<file path="src/rtl/inst_fetch.sv">
// Instruction fetch stage: owns the fetch PC, issues single-outstanding word reads and
// buffers returned {pc, inst} pairs in a small FIFO for the core.
module inst_fetch #(
  parameter int unsigned         WORD_LEN = 32,
  parameter int unsigned         DEPTH    = 2,
  parameter logic [WORD_LEN-1:0] RESET_PC = '0
) (
  input  logic                clk,
  input  logic                rst_n,
  output logic                mem_req,
  output logic [WORD_LEN-1:0] mem_addr,
  input  logic                mem_ready,
  input  logic                mem_rvalid,
  input  logic [WORD_LEN-1:0] mem_rdata,
  output logic                inst_valid,
  output logic [WORD_LEN-1:0] inst,
  output logic [WORD_LEN-1:0] inst_pc,
  input  logic                inst_ready,
  input  logic                redirect,
  input  logic [WORD_LEN-1:0] redirect_pc,
  input  logic                halt
);

  localparam int unsigned PTR_W = (DEPTH > 1) ? $clog2(DEPTH) : 1;
  localparam int unsigned CNT_W = PTR_W + 1;

  typedef enum logic [1:0] {StIdle, StWait, StDrop} state_e;

  state_e              r_state;
  state_e              w_state_next;
  logic [WORD_LEN-1:0] r_fetch_pc;
  logic [WORD_LEN-1:0] r_req_pc;
  logic [WORD_LEN-1:0] r_fifo_pc   [DEPTH];
  logic [WORD_LEN-1:0] r_fifo_inst [DEPTH];
  logic [PTR_W-1:0]    r_rd_ptr;
  logic [PTR_W-1:0]    r_wr_ptr;
  logic [CNT_W-1:0]    r_count;
  logic                w_issue;
  logic                w_push;
  logic                w_pop;

  // Requests are only issued with a free slot, so a returning word always fits.
  assign mem_req  = rst_n && (r_state == StIdle) && (r_count < CNT_W'(DEPTH)) &&
                    !halt && !redirect;
  assign mem_addr = r_fetch_pc;
  assign w_issue  = mem_req && mem_ready;
  assign w_push   = (r_state == StWait) && mem_rvalid && !redirect;
  assign w_pop    = inst_valid && inst_ready && !redirect;

  assign inst_valid = (r_count != '0);
  assign inst       = r_fifo_inst[r_rd_ptr];
  assign inst_pc    = r_fifo_pc[r_rd_ptr];

  always_comb begin
    w_state_next = r_state;
    unique case (r_state)
      StIdle: if (w_issue) w_state_next = StWait;
      StWait: begin
        if (mem_rvalid) begin
          w_state_next = StIdle;
        end else if (redirect) begin
          w_state_next = StDrop;
        end
      end
      StDrop: if (mem_rvalid) w_state_next = StIdle;
      default: w_state_next = StIdle;
    endcase
  end

  always_ff @(posedge clk or negedge rst_n) begin
    if (!rst_n) begin
      r_state <= StIdle;
    end else begin
      r_state <= w_state_next;
    end
  end

  always_ff @(posedge clk or negedge rst_n) begin
    if (!rst_n) begin
      r_fetch_pc <= RESET_PC;
      r_req_pc   <= '0;
    end else if (redirect) begin
      r_fetch_pc <= redirect_pc;
    end else if (w_issue) begin
      r_fetch_pc <= r_fetch_pc + WORD_LEN'(4);
      r_req_pc   <= r_fetch_pc;
    end
  end

  // A redirect flushes the buffer outright; any pop in that cycle is not counted.
  always_ff @(posedge clk or negedge rst_n) begin
    if (!rst_n) begin
      r_rd_ptr <= '0;
      r_wr_ptr <= '0;
      r_count  <= '0;
      for (int i = 0; i < DEPTH; i++) begin
        r_fifo_pc[i]   <= '0;
        r_fifo_inst[i] <= '0;
      end
    end else if (redirect) begin
      r_rd_ptr <= '0;
      r_wr_ptr <= '0;
      r_count  <= '0;
    end else begin
      if (w_push) begin
        r_fifo_pc[r_wr_ptr]   <= r_req_pc;
        r_fifo_inst[r_wr_ptr] <= mem_rdata;
        r_wr_ptr              <= r_wr_ptr + PTR_W'(1);
      end
      if (w_pop) begin
        r_rd_ptr <= r_rd_ptr + PTR_W'(1);
      end
      if (w_push && !w_pop) begin
        r_count <= r_count + CNT_W'(1);
      end else if (!w_push && w_pop) begin
        r_count <= r_count - CNT_W'(1);
      end
    end
  end

endmodule

</file>
<file path="config.mk">
export PLATFORM = sky130hd
export DESIGN_NAME = inst_fetch
export DESIGN_NICKNAME = d
export VERILOG_FILES = /design/src/rtl/inst_fetch.sv
export SDC_FILE = /design/constraint.sdc
export NUM_CORES = 1
export LEC_CHECK = 0
export ABC_CLOCK_PERIOD_IN_PS = 5800
export BUFFER_PORTS_ARGS = -buffer_cell sky130_fd_sc_hd__buf_4
export CAP_MARGIN = 20
export CORE_MARGIN = 2
export CORE_UTILIZATION = 60
export CTS_CLUSTER_DIAMETER = 120
export DETAILED_ROUTE_END_ITERATION = 12
export MAX_ROUTING_LAYER = met4
export PLACE_DENSITY = 0.9
export SLEW_MARGIN = 20
export SYNTH_ARGS = -nofsm -noshare
export SYNTH_HDL_FRONTEND = slang
export SYNTH_SLANG_ARGS = --single-unit
export TNS_END_PERCENT = 1
</file>
<file path="constraint.sdc">
create_clock -name clk -period 5.8 [get_ports clk]
set_input_delay 0.58 -clock clk [delete_from_list [all_inputs] [get_ports clk]]
set_output_delay 0.58 -clock clk [all_outputs]
set_load 0.05 [all_outputs]
</file>
==> metrics <==
Sink Count=198; Yosys cell types=45; vias per inst=5.889; maximum clock path buffer count=2; initial antenna violation count=0; hpwl dp=12,880 µm; GP Congestion=0.8914; dpl cell area=0.01022 mm²; crit path DAT=3520 ps; asr flop ratio synth=1.000; measured slew at the worst slew-check pin=1190 ps; TritonRoute pass-1 iters=5; core area=0.01442 mm²; # Post-CTS Setup Buffers=0; number of synthesized flops with an enable pin=0; H-Tree Depth=4; RSZ-0062 raised after global routing=false; reg2reg start=r_state[1]$_DFFE_PN0P_; Critical Path Slowest Stage Cell=or4b_4; post-route setup TNS=0 ps; endpoints failing setup=0; site row count=44; Setup crit end=mem_addr[21]$_DFFE_PN0P_; most common cell after layout, fill and taps aside=dfrtp_1; Nets=948; status=finished clean; FF-to-FF setup slack=3000 ps; final worst slack=2588 ps; syn avg cell area=12.20 µm²; Max FO, Critical Path=101; worst path cell trace=clkbuf_8, or4b_4, or4b_4, or3b_4, o21ai_1, o311ai_1; leakage power=5.363 nW; I/O pin count=169; cell depth of the worst setup path=6; TritonCTS Buffers=17; yosys warns=0; post_cts resized=0; worst hold path type=input port to asynchronous set/reset pin; Final Cycle Share=0.5539; crit path buf inv count=1; hold-fix buffer count after cts=0; area of the mapped netlist=0.008820 mm²; Final Skew=9.474 ps; Final ANT Viol Nets=0; Gate Count Post-Synth=723; largest net degree at the start of global routing=102; vias in the first global route=6,398; share of layout cells above drive strength 1=0.4612; vias post-DR=6,319; wire per inst=18.29 µm; Die W=125.2 µm; GRT Total Usage=0.2641; area grow syn2layout=22.78%; CP Data Required Time=6100 ps; Critical Path Max Stage Delay=860 ps; fin area=0.01083 mm²; CP endpoint kind=register; Die ar.=0.01569 mm²; worst r2r dst=mem_addr[21]$_DFFE_PN0P_; Max Freq=0.3113 GHz; worst rel slew slack=0.1995; cell area power density=374.3 mW/mm²; most frequent cells in the layout=dfrtp_1 (197), mux2_2 (194), buf_4 (173); grt ovf=0; clock root buffer master=clkbuf_16; CTS tree=yes; Port Buffer Count=168; Worst-Skew Late Latency=430 ps; max-slew violations=0; CP startpoint kind=input port; sequential area share after synthesis=0.5618; WL final=19,620 µm; ANT cells=0; Initial Util=0.6115; MaxCap Viol Count=0; number of synthesized register bits=198; Top Family by Delay on Critical Path=simple AND/OR/NAND/NOR gates; Top cell by count, worst path=or4b_4; DP Worst Slack=2138 ps; Most used DFF post-synth=dfrtp_1; DRC=0; clock-pin slew on the worst setup and hold paths=80 ps; worst setup path category=input port to register; starting DRC count in detailed routing=587; Mapped Nets=795; Die H=125.2 µm; first-pass GRT wire length=32,280 µm; Hold Violations, Final=0; Period minus WS final=3212 ps; crit path from=rst_n; worst reg-to-reg path cell count=5; Peak VDD IR=0.2282 mV
==> registers in the layout, indices dropped and copies added, names as in the netlist <==
| register | cells |
|---|---|
| r_fifo_inst | 64 |
| r_fifo_pc | 64 |
| mem_addr | 32 |
| r_req_pc | 32 |
| r_count | 2 |
| r_state | 2 |
| r_rd_ptr | 1 |
| r_wr_ptr | 1 |
==> power by group <==
group	leakage [nW]	total (mW)	internal, mW	switching (mW)
logic	2.47	1.15	0.418	0.728
registers	2.60	1.72	1.57	0.148
clock network	0.294	1.19	0.621	0.565
total	5.36	4.05	2.61	1.44
==> cells by family after synthesis <==
kind of cell             synth area share
AND/OR/NAND/NOR                    0.1107
adder cells (fa/ha/maj)          0.001418
XOR/XNOR                         0.006951
flip-flops                         0.5618
multiplexers                       0.2488
AO/OA/AOI/OAI                     0.05022
buffers and inverters             0.02014
==> cell usage after synthesis (2+ instances only) <==
| master | number | area (µm²) |
|---|---|---|
| nor4_2 | 2 | 25.02 |
| xnor2_1 | 2 | 17.52 |
| a32oi_1 | 5 | 43.79 |
| o21ai_0 | 22 | 110.1 |
| nand2_1 | 131 | 491.7 |
| inv_1 | 5 | 18.77 |
| or4b_4 | 2 | 27.53 |
| nand2b_1 | 3 | 18.77 |
| o311ai_0 | 6 | 52.55 |
| xor2_1 | 5 | 43.79 |
| nor2_1 | 22 | 82.58 |
| o311ai_1 | 2 | 17.52 |
| and3_1 | 2 | 12.51 |
| a21oi_1 | 6 | 30.03 |
| a31oi_1 | 3 | 18.77 |
| mux2_2 | 194 | 2185 |
| nand3b_1 | 3 | 22.52 |
| a21o_1 | 2 | 15.01 |
| nand3_1 | 10 | 50.05 |
| o21ai_1 | 2 | 10.01 |
| a22oi_1 | 2 | 15.01 |
| o31ai_1 | 2 | 15.01 |
| o211ai_1 | 7 | 52.55 |
| clkbuf_1 | 36 | 135.1 |
| nor4_1 | 3 | 18.77 |
| dfrtp_1 | 198 | 4955 |
| nand4_1 | 13 | 81.33 |
| or3_1 | 2 | 12.51 |
| nor2b_1 | 8 | 50.05 |
| nor3_1 | 4 | 20.02 |
| and2_1 | 2 | 12.51 |
| buf_1 | 2 | 7.510 |
| o221ai_1 | 3 | 26.28 |
==> worst min path at each step <==
stage                     slack (ps)                   startpoint                           to
final                            240                        rst_n  r_fifo_inst[42]$_DFFE_PN0P_
after global routing             290                        rst_n  r_fifo_inst[39]$_DFFE_PN0P_
after global placement           480     r_req_pc[31]$_DFFE_PN0P_     r_req_pc[31]$_DFFE_PN0P_
after CTS                        260                        rst_n  r_fifo_inst[42]$_DFFE_PN0P_
after floorplan                  280                        rst_n      mem_addr[0]$_DFFE_PN0P_
after detailed placement         490  r_fifo_inst[18]$_DFFE_PN0P_  r_fifo_inst[18]$_DFFE_PN0P_
==> worst reg2reg max path, stage by stage (launching register included) <==
cell and delay, ps:
dfrtp_1 410, or4b_4 570, or4b_4 860, or3b_4 570, o21ai_1 160, o311ai_1 120
==> layer usage <==
layer | routed length (µm) | global-route usage | up-vias
li1 | - | - | 2881
met1 | 8540 | 0.3632 | 3145
met2 | 9421 | 0.4124 | 276
met3 | 1397 | 0.04322 | 17
met4 | 261 | 0.07647 | 0
met5 | 0 | - | -
==> area by class of cell <==
| class | instances | area, µm² |
|---|---|---|
| multi-input cells | 480 | 3707 |
| inverters | 5 | 18.77 |
| well taps | 184 | 230.2 |
| clock inverters | 15 | 178.9 |
| repair buffers | 174 | 1313 |
| flip-flops and latches | 198 | 4956 |
| fillers | 912 | 3595 |
| clock buffers | 17 | 425.4 |
==> per-stage QoR <==
stage	cells	utilization	power, mW	hold slack, ps
detailed placement	1040	0.7084	2.888	486.7
floorplan	723	-	2.506	284.4
CTS	1072	0.7503	4.071	262.1
global route	1073	0.7508	4.216	291.4
finish	1073	0.7508	4.053	235.8
global placement	1040	0.7084	2.856	480.6
(Power assumes the default switching activity.)
